`config.mk`:
```
export PLATFORM = sky130hd
export DESIGN_NAME = bist_pattern_compactor
export DESIGN_NICKNAME = d
export VERILOG_FILES = /design/src/rtl/bist_pattern_compactor.sv
export SDC_FILE = /design/constraint.sdc
export NUM_CORES = 1
export LEC_CHECK = 0
export CORE_UTILIZATION = 48
export DETAILED_ROUTE_END_ITERATION = 6
export PLACE_DENSITY = 0.81
export SYNTH_ARGS = -nofsm -noshare
export SYNTH_HDL_FRONTEND = slang
export SYNTH_SLANG_ARGS = --single-unit
```
`constraint.sdc`:
```
create_clock -name clk -period 2.86 [get_ports clk]
set_input_delay 0.572 -clock clk [delete_from_list [all_inputs] [get_ports clk]]
set_output_delay 0.572 -clock clk [all_outputs]
set_load 0.05 [all_outputs]
```
`src/rtl/bist_pattern_compactor.sv`:
```
// BIST engine: Galois LFSR drives the circuit under test, a Galois MISR compacts its
// (optionally delayed) responses, and the final signature is compared to a golden value.
module bist_pattern_compactor #(
  parameter int unsigned          IN_WIDTH   = 15,
  parameter int unsigned          OUT_WIDTH  = 14,
  parameter int unsigned          TEST_COUNT = 148,
  parameter int unsigned          RESP_LAT   = 0,
  parameter logic [IN_WIDTH-1:0]  LFSR_POLY  = 15'h0003,
  parameter logic [OUT_WIDTH-1:0] MISR_POLY  = 14'h002B
) (
  input  logic                               clk,
  input  logic                               reset,
  input  logic                               start,
  input  logic [IN_WIDTH-1:0]                seed_in,
  input  logic [OUT_WIDTH-1:0]               golden_sig,
  input  logic [OUT_WIDTH-1:0]               cut_response,
  output logic [IN_WIDTH-1:0]                test_vector,
  output logic                               vector_valid,
  output logic                               busy,
  output logic                               done,
  output logic                               pass,
  output logic [OUT_WIDTH-1:0]               signature,
  output logic [$clog2(TEST_COUNT+1)-1:0]    vec_count
);

  localparam int unsigned     CntW      = $clog2(TEST_COUNT + 1);
  localparam logic [CntW-1:0] LastCnt   = CntW'(TEST_COUNT - 1);
  localparam logic [1:0]      DrainLast = 2'(RESP_LAT - 1);

  typedef enum logic [1:0] {StIdle, StRun, StDrain, StDone} state_e;

  state_e                state_q, state_d;
  logic [IN_WIDTH-1:0]   lfsr_q, lfsr_d, lfsr_step;
  logic [OUT_WIDTH-1:0]  misr_q, misr_d, misr_step;
  logic [OUT_WIDTH-1:0]  golden_q, golden_d;
  logic [CntW-1:0]       cnt_q, cnt_d;
  logic [1:0]            drain_q, drain_d;
  logic                  vv_q, vv_d;
  logic                  busy_q, busy_d;
  logic                  done_q, done_d;
  logic                  pass_q, pass_d;
  logic                  resp_valid;

  // Response qualifier: vector_valid delayed by RESP_LAT cycles.
  generate
    if (RESP_LAT == 0) begin : g_no_lat
      assign resp_valid = vv_q;
    end else begin : g_lat
      logic [RESP_LAT-1:0] pipe_q;
      always_ff @(posedge clk) begin
        if (reset) begin
          pipe_q <= '0;
        end else begin
          pipe_q[0] <= vv_q;
          for (int i = 1; i < RESP_LAT; i++) begin
            pipe_q[i] <= pipe_q[i-1];
          end
        end
      end
      assign resp_valid = pipe_q[RESP_LAT-1];
    end
  endgenerate

  always_comb begin
    state_d   = state_q;
    lfsr_d    = lfsr_q;
    misr_d    = misr_q;
    golden_d  = golden_q;
    cnt_d     = cnt_q;
    drain_d   = drain_q;
    lfsr_step = {lfsr_q[IN_WIDTH-2:0], 1'b0} ^ (lfsr_q[IN_WIDTH-1] ? LFSR_POLY : '0);
    misr_step = {misr_q[OUT_WIDTH-2:0], 1'b0} ^ (misr_q[OUT_WIDTH-1] ? MISR_POLY : '0);

    if (resp_valid) begin
      misr_d = misr_step ^ cut_response;
    end

    unique case (state_q)
      StIdle, StDone: begin
        if (start) begin
          state_d  = StRun;
          // An all-zero seed would lock the LFSR up.
          lfsr_d   = (seed_in == '0) ? {{(IN_WIDTH-1){1'b0}}, 1'b1} : seed_in;
          misr_d   = '0;
          golden_d = golden_sig;
          cnt_d    = '0;
          drain_d  = '0;
        end
      end
      StRun: begin
        cnt_d = cnt_q + 1'b1;
        if (cnt_q == LastCnt) begin
          state_d = (RESP_LAT > 0) ? StDrain : StDone;
        end else begin
          lfsr_d = lfsr_step;
        end
      end
      StDrain: begin
        if (drain_q == DrainLast) begin
          state_d = StDone;
        end else begin
          drain_d = drain_q + 1'b1;
        end
      end
      default: state_d = StIdle;
    endcase

    vv_d   = (state_d == StRun);
    busy_d = (state_d == StRun) || (state_d == StDrain);
    done_d = (state_d == StDone);
    pass_d = (state_d == StDone) && (misr_d == golden_d);
  end

  always_ff @(posedge clk) begin
    if (reset) begin
      state_q  <= StIdle;
      lfsr_q   <= '0;
      misr_q   <= '0;
      golden_q <= '0;
      cnt_q    <= '0;
      drain_q  <= '0;
      vv_q     <= 1'b0;
      busy_q   <= 1'b0;
      done_q   <= 1'b0;
      pass_q   <= 1'b0;
    end else begin
      state_q  <= state_d;
      lfsr_q   <= lfsr_d;
      misr_q   <= misr_d;
      golden_q <= golden_d;
      cnt_q    <= cnt_d;
      drain_q  <= drain_d;
      vv_q     <= vv_d;
      busy_q   <= busy_d;
      done_q   <= done_d;
      pass_q   <= pass_d;
    end
  end

  assign test_vector  = lfsr_q;
  assign vector_valid = vv_q;
  assign busy         = busy_q;
  assign done         = done_q;
  assign pass         = pass_q;
  assign signature    = misr_q;
  assign vec_count    = cnt_q;

endmodule

```
== After elaboration in Yosys (flattened, before gate mapping) ==
Cells that the tools add are included.

* Bitwise operators: 3
* Muxes and demuxes: 20
* $add $sub $neg: 2
* Reduce and logical (&&, ||, !) cells: 10
* Eq/ne operators: 12

{| class="wikitable"
|+ Operators with widths
! kind !! count
|-
| $mux W14 || 5
|-
| $mux W15 || 3
|-
| $pmux W15 S2 || 1
|-
| $pmux W8 S2 || 1
|-
| $logic_not A15 Y1 || 1
|-
| $xor A15 B2 Y15 || 1
|-
| $eq A14 B14 Y1 || 1
|-
| $xor A14 B14 Y14 || 1
|-
| $xor A14 B6 Y14 || 1
|-
| $mux W2 || 6
|-
| $eq A2 B2 Y1 const B || 5
|-
| $add A8 B1 Y8 const B || 1
|-
| $eq A8 B8 Y1 const B || 1
|-
| $mux W8 || 1
|-
| $mux W6 || 1
|-
| $ne A2 B2 Y1 const B || 3
|-
| $pmux W2 S3 || 1
|-
| $reduce_and A3 Y1 || 2
|-
| $eq A2 B1 Y1 const B || 2
|-
| $pmux W2 S2 || 1
|-
| $reduce_bool A2 Y1 || 2
|-
| $add A2 B1 Y2 const B || 1
|-
| $logic_not A2 Y1 || 1
|-
| $reduce_and A2 Y1 || 1
|-
| other kinds (3) || 3
|}

* Output and inout port bits: 41
* Flip-flop bits (word level): 59
* Word-level logic and storage cells: 57

== Depth between registers and ports, before layout ==
Gate-level depths: netlist of run 1.

* Depth in word-level cells: 8
* Depth in mapped cells: 11
* Gate-level depth less buffers: 10

== Worst setup path after synthesis of run 1 ==
No wires, ideal clock.

* Kind: flip-flop to flip-flop
* Start: reg cnt_q[4], in the netlist vec_count[4]
* End: reg pass_q, in the netlist pass
* Data required time: 2.757 ns
* Setup slack: 0.775 ns
* Path buffers: 0
* Period minus slack after synthesis: 2.085 ns
* Arrival time: 1.983 ns
* Cell stages (with the launch flop): 10
* Cell sequence: dfxtp_1 nor4b_1 nand4_1 a21oi_1 a21oi_1 inv_1 ha_1 nor2b_1 nand4_1 a222oi_1

* Word-level cells in the longest chain between the ends: 5

{| class="wikitable"
|+ RTL lines
! item !! line !! source
|-
| start: declaration || 36 || <nowiki>logic [CntW-1:0] cnt_q, cnt_d;</nowiki>
|-
| start signal: assignment || 131 || <nowiki>cnt_q <= cnt_d;</nowiki>
|-
| $eq A8 B8 Y1 || 92 || <nowiki>if (cnt_q == LastCnt) begin</nowiki>
|-
| $mux W2 || 92 ||
|-
| $pmux W2 S3 || 78 || <nowiki>unique case (state_q)</nowiki>
|-
| via state_d[1] || 32 || <nowiki>state_e state_q, state_d;</nowiki>
|-
| $eq A2 B2 Y1 || -- ||
|-
| via done_d || 40 || <nowiki>logic done_q, done_d;</nowiki>
|-
| $logic_and A1 B1 Y1 || 111 || <nowiki>pass_d = (state_d == StDone) && (misr_d == golden_d);</nowiki>
|-
| end signal: assignment || 136 || <nowiki>pass_q <= pass_d;</nowiki>
|-
| end: declaration || 41 || <nowiki>logic pass_q, pass_d;</nowiki>
|}

The timed path passes the listed nets, and every way through them passes these cells.
A chain may end at the register's enable or synchronous reset.

== Final worst setup path of run 1 ==
* Start: reg state_q[0]
* End: reg pass_q, in the netlist pass

* Word-level cells in the longest chain between the ends: 5
* Elaborated cells on any way between the ends: 14
* Those cells by class: eq/ne (5); mux (6); reduce/logical (3)

{| class="wikitable"
|+ RTL lines
! item !! line !! source
|-
| start: declaration || 32 ||
|-
| start signal: assignment || 116 || <nowiki>state_q <= StIdle;</nowiki>
|-
| start signal: assignment || 127 || <nowiki>state_q <= state_d;</nowiki>
|-
| $eq A2 B2 Y1 / $logic_not A2 Y1 (equally long branches) || 78 ||
|-
| $reduce_or A2 Y1 || 78 ||
|-
| $pmux W2 S3 (*) || 78 ||
|-
| via state_d[1] || 32 ||
|-
| $eq A2 B2 Y1 (*) || -- ||
|-
| via done_d || 40 ||
|-
| $logic_and A1 B1 Y1 (*) || 111 ||
|}

Mark *: on every way through the listed nets, which the timed path passes. The rest lies on a longest branch.

==> results of run 1 <==
==> cell usage after synthesis, types with 4 or more instances <==
cell type   n  share of area
nor2b_1     6          0.013
a211oi_1   22          0.056
o21ai_0     7          0.012
a21oi_1    21          0.035
nand2_1    38          0.048
nor4_1      4         0.0084
ha_1        6          0.025
xor2_1     12          0.035
dfxtp_1    59           0.40
nand4_1     7          0.015
mux2i_1    18          0.061
nor2_1     42          0.053
nor3_1      5         0.0084
xnor2_1    23          0.068
xnor3_1     4          0.030
clkbuf_1   12          0.015
==> state kept, by name (all words and copies together) (netlist names) <==
signal        cells
done              1
test_vector      15
golden_q         14
pass              1
state_q           2
signature        14
vec_count         8
drain_q           2
busy              1
vector_valid      1
==> cells by family (layout without fill, tap and decap cells) <==
logic type | count (synthesis) | in the layout
AOI/OAI and AO/OA | 62 | 62
xor gates and xnor gates | 42 | 42
adders and majority gates | 6 | 6
buffers and inverters | 22 | 112
DFF | 59 | 59
muxes | 20 | 20
and+or+nand+nor | 117 | 117
==> worst max-delay path, delay by kind of cell (launching register included) <==
family	cells	cell delay, ns
simple gates	3	0.67
fa+ha+maj	2	0.56
compound gates	2	0.53
flops	1	0.36
buf+inv	2	0.17
==> final timing paths <==
kind / from / endpoint / slack [ns] / depth (start not counted)
worst max-delay path: state_q[0]$_SDFF_PP0_ / pass$_SDFF_PP0_ / 0.48 / 9
worst min-delay path: golden_q[10]$_SDFF_PP0_ / golden_q[10]$_SDFF_PP0_ / 0.47 / 2
worst max register to register: state_q[0]$_SDFF_PP0_ / pass$_SDFF_PP0_ / 0.48 / 9
worst min register to register: golden_q[10]$_SDFF_PP0_ / golden_q[10]$_SDFF_PP0_ / 0.47 / 2
==> through the flow <==
stage                     utilization  hold WS (ns)
after floorplan                     -        0.4436
after CTS                      0.6902        0.4709
after detailed placement       0.6557        0.4628
final                          0.6902        0.4695
after global placement         0.6557        0.4547
after global routing           0.6902        0.4926
==> area by class of cell <==
class | count | area (sq um)
inverter | 3 | 11.26
timing repair buffer | 93 | 910.9
fill | 485 | 1834
multi-input combinational | 247 | 1685
tap | 75 | 93.84
clock buffer | 12 | 155.1
clock inverter | 4 | 48.80
sequential | 59 | 1181
==> power by group <==
group / switching, mW / internal [mW] / total [mW]
clock: 0.341 / 0.449 / 0.790
combinational: 0.396 / 0.304 / 0.699
sequential: 0.0736 / 0.886 / 0.960
==> layer usage <==
layer / track usage / share of wire / vias up
li1: - / - / 1319
met1: 0.2994 / 0.46 / 1240
met2: 0.3856 / 0.47 / 83
met3: 0.06932 / 0.056 / 10
met4: 0.07321 / 0.013 / 0
met5: 0 / 0 / -
==> flow_metrics.tcl, run 1 <==
set metrics [dict create \
    seq_area_frac_synth 0.3986 \
    relSlewSlack 0.4829 \
    worstSetupStartpointType "flip-flop" \
    vias 2652 \
    netlist_instances 328 \
    post-route-period-util 0.8322 \
    final_nets 465 \
    synthArstFlopShare 0 \
    core_area_sq_um 5921 \
    netlist_area_sq_um 2963 \
    io-pin-count 87 \
    finalInstanceArea_sq_um 4086 \
    ctsResizeCount 0 \
    rsz0062_at_grt "no" \
    grt_pass1_vias 2416 \
    postCtsSetupRepairBufs 0 \
    h-tree-depth 3 \
    ys.flop_type "dfxtp_1" \
    powerDensity_nw_per_um2 599.3 \
    clockRootBuffer "clkbuf_8" \
    cp_cell_sequence "inv_1 -> ha_1 -> nor2b_1 -> a21oi_1 -> inv_1 -> ha_1 -> nor2b_1 -> nand4_1 -> a222oi_1" \
    placed_area_sq_um 3882 \
    dieArea_sq_um 6491 \
    synth-compound-area-share 0.1356 \
    fin_ws_ns 0.4798 \
    syn_to_final_growth_pct 37.92 \
    period_minus_slack_ns 2.380 \
    layout-drive-gt1-share 0.06220 \
    hp-class "flip-flop to flip-flop" \
    final_hold_viol_count 0 \
    clock_skew_ns 0.01121 \
    cp_data_arrival_time_ns 2.61 \
    clock_path_buffers 2 \
    synth_nets 380 \
    io_buffers 86 \
    synthMuxAreaShare 0.07010 \
    cpMaxStageDelayCell "ha_1" \
    synth_top_family_by_area "simple AND/OR/NAND/NOR gates" \
    synth_cell_types 40 \
    final_cell_mix "85 x clkdlybuf4s50_1, 59 x dfxtp_1, 42 x nor2_1" \
    yosys.area_share.simple 0.1799 \
    clkTransAtPathRegs_ns 0.07 \
    tightest_slew_ns 0.7745 \
    cts.sinks 59 \
    cts_hold_buf 0 \
    first_pass_iters 4 \
    synth-seq-cells 59 \
    final_common_cell "clkdlybuf4s50_1" \
    fmaxAchievable_ghz 0.4201 \
    antenna_cells 0 \
    leakage_nw 1.516 \
    irDropWorstVdd_mv 0.3920 \
    synth-xor-area-share 0.1579 \
    die_x_um 80.57 \
    dpl.hpwl_um 5168 \
    end_kind "flip-flop" \
    crit_path_max_fanout 9 \
    drc 0 \
    pre_cts_slack_ns 0.4044 \
    path_class "flip-flop to flip-flop" \
    clock_latency_ns 0.34 \
    drv_cap 0 \
    grt_max_degree 29 \
    maxSlewViolCount 0 \
    finalPower_mw 2.449 \
    gp_congestion 0.8172 \
    dp.cells 477 \
    synth-edff-count 0 \
    fin_cells 493 \
    cts_tree "yes" \
    postRouteAntennaNets 0 \
    status "completed" \
    grt_overflow_total 0 \
    grt_usage 0.2367 \
    wirelength_um 7329 \
    grt_pass1_wl_um 11540 \
    antenna_found_initial 0 \
    finalSetupViolCount 0 \
    core.rowCount 28 \
    die_h_um 80.57 \
    cpPeakStageDelay_ns 0.43 \
    initial_core_util 0.5004 \
    yosysWarnings 0 \
    first_iter_violations 138 \
    post_drt_wl_per_cell_um 14.87 \
    cts_made_buffers 9 \
    tns_ns 0 \
    syn_area_per_cell_sq_um 9.033 \
    crit_required_ns 3.09 \
    synth-adder-area-share 0.02534 \
    via_per_inst 5.379 \
]
(Power assumes the default switching activity.)
==> run 2, diff against run 1 <==
--- a/config.mk
+++ b/config.mk
@@ -5,9 +5,9 @@
 export SDC_FILE = /design/constraint.sdc
 export NUM_CORES = 1
 export LEC_CHECK = 0
-export CORE_UTILIZATION = 48
+export CORE_UTILIZATION = 47
 export DETAILED_ROUTE_END_ITERATION = 6
-export PLACE_DENSITY = 0.81
+export PLACE_DENSITY = 0.8
 export SYNTH_ARGS = -nofsm -noshare
 export SYNTH_HDL_FRONTEND = slang
 export SYNTH_SLANG_ARGS = --single-unit
==> constraint.sdc (replaced) <==
create_clock -name clk -period 2.45 [get_ports clk]
set_input_delay 0.49 -clock clk [delete_from_list [all_inputs] [get_ports clk]]
set_output_delay 0.49 -clock clk [all_outputs]
set_load 0.05 [all_outputs]
==> flow_metrics.tcl, run 2 (synthesized netlist as in run 1, its figures left out) <==
set metrics [dict create \
    worst_hold_slack_ns 0.4718 \
    pwr-share-seq 0.409 \
    fmaxAchievable_ghz 0.4551 \
    critPathTopFamily "buffers and inverters" \
    fin_cells 495 \
    final_nets 467 \
    intPower_mw 1.826 \
    clockRootBuffer "clkbuf_8" \
    postCtsSetupRepairBufs 0 \
    powerDensity_nw_per_um2 668.2 \
    vias 2704 \
    fin_ws_ns 0.2527 \
    largest_reg_flops 15 \
    cpPeakStageDelay_ns 0.87 \
    cts.sinks 59 \
    core.rowCount 28 \
    die_x_um 81.40 \
    worstSetupStartpointType "flip-flop" \
    drv_cap 0 \
    comb_power_share 0.302 \
    first_pass_iters 5 \
    clock_path_buffers 2 \
    cp_data_arrival_time_ns 1.71 \
    post-route-period-util 0.8969 \
    multi_input_area_sq_um 1693 \
    cts_made_buffers 9 \
    placed_area_sq_um 3923 \
    final_common_cell "clkdlybuf4s50_1" \
    clock_skew_ns 0.008276 \
    syn_to_final_growth_pct 38.72 \
    die_h_um 81.40 \
    cp_cell_sequence "clkdlybuf4s50_1" \
    path_class "flip-flop to output port" \
    status "completed" \
    initial_core_util 0.4946 \
    drc 0 \
    hp-class "flip-flop to flip-flop" \
    r2r_start "state_q[0]$_SDFF_PP0_" \
    tightest_slew_ns 0.8705 \
    path_buf_inv 1 \
    period_minus_slack_ns 2.197 \
    pre_cts_slack_ns 0.1598 \
    h-tree-depth 3 \
    layout-drive-gt1-share 0.07381 \
    register_area_sq_um 1181 \
    finalSetupViolCount 0 \
    postRouteAntennaNets 0 \
    dpl.hpwl_um 5319 \
    switching_share 0.3353 \
    via_per_inst 5.463 \
    leakage_nw 1.515 \
    grt_max_degree 29 \
    clock_latency_ns 0.33 \
    clkTransAtPathRegs_ns 0.07 \
    finalPower_mw 2.746 \
    tns_ns 0 \
    final_hold_viol_count 0 \
    grt_usage 0.2365 \
    grt_overflow_total 0 \
    nFillCells 482 \
    cp-startpoint "signature[13]$_SDFF_PP0_" \
    finalInstanceArea_sq_um 4110 \
    cts_tree "yes" \
    fin_util 0.6861 \
    antenna_found_initial 0 \
    switching_power_mw 0.9209 \
    crit_path_max_fanout 7 \
    first_iter_violations 88 \
    rsz0062_at_grt "no" \
    crit_required_ns 1.96 \
    maxSlewViolCount 0 \
    relSlewSlack 0.4189 \
    io_buffers 86 \
    irDropWorstVdd_mv 0.4528 \
    antenna_cells 0 \
    core_area_sq_um 5991 \
    clockPowerShare 0.289 \
    grt_pass1_wl_um 11950 \
    final_cell_mix "85 x clkdlybuf4s50_1, 59 x dfxtp_1, 42 x nor2_1" \
    wirelength_um 7146 \
    holdCritStartpoint "golden_q[5]$_SDFF_PP0_" \
    dp.cells 479 \
    gp_congestion 0.8135 \
    cpMaxStageDelayCell "clkdlybuf4s50_1" \
    dieArea_sq_um 6625 \
    grt_pass1_vias 2589 \
    end_kind "output port" \
    post_drt_wl_per_cell_um 14.44 \
    io-pin-count 87 \
]
[run 2: changes by cell type in the layout (fill, tap and decap cells not counted), sizes merged]
cell / delta
bufinv: -1
buf: +2
clkinvlp: +2
clkinv: -1
[run 2: final cells by class]
cell class	instances	area share
Multi-Input combinational cell	247	0.4119
Sequential cell	59	0.2874
Timing Repair Buffer	95	0.2314
Clock buffer	12	0.03775
Tap cell	75	0.02283
Clock inverter	4	0.006088
Inverter	3	0.002740
[run 2: power by group through the flow]
stage	Sequential, mW	Clock [mW]	Combinational [mW]
detailed placement	1.14	0	0.828
global route	1.13	0.859	0.893
floorplan	1.31	0	0.364
global placement	1.14	0	0.814
finish	1.12	0.794	0.830
CTS	1.12	0.808	0.833
[run 2: routing by layer]
metal / vias up / track usage / wire [um]
met5: - / 0 / 0
met4: 0 / 0.05893 / 84
met3: 10 / 0.07191 / 502
met2: 87 / 0.4083 / 3490
met1: 1277 / 0.2837 / 3068
li1: 1330 / - / -
[run 2: path summary, 6_finish.rpt]
| check | depth (start not counted) | slack, ns | to |
|---|---|---|---|
| max | 1 | 0.25 | signature[13] |
| min | 2 | 0.47 | golden_q[5]$_SDFF_PP0_ |
| max reg2reg | 7 | 0.32 | vec_count[7]$_SDFFE_PP0P_ |
| min reg2reg | 2 | 0.47 | golden_q[5]$_SDFF_PP0_ |
[run 2: timing repair]
| action | CTS | global route |
|---|---|---|
| resized for setup | 0 | 3 |
| setup endpoints to repair | 0 | 1 |
| hold buffers | 0 | 0 |
[run 2: worst min-delay path: stages, from the launching register on]
cell and delay (ns):
dfxtp_1 0.32, nand2_1 0.06, a21oi_1 0.05
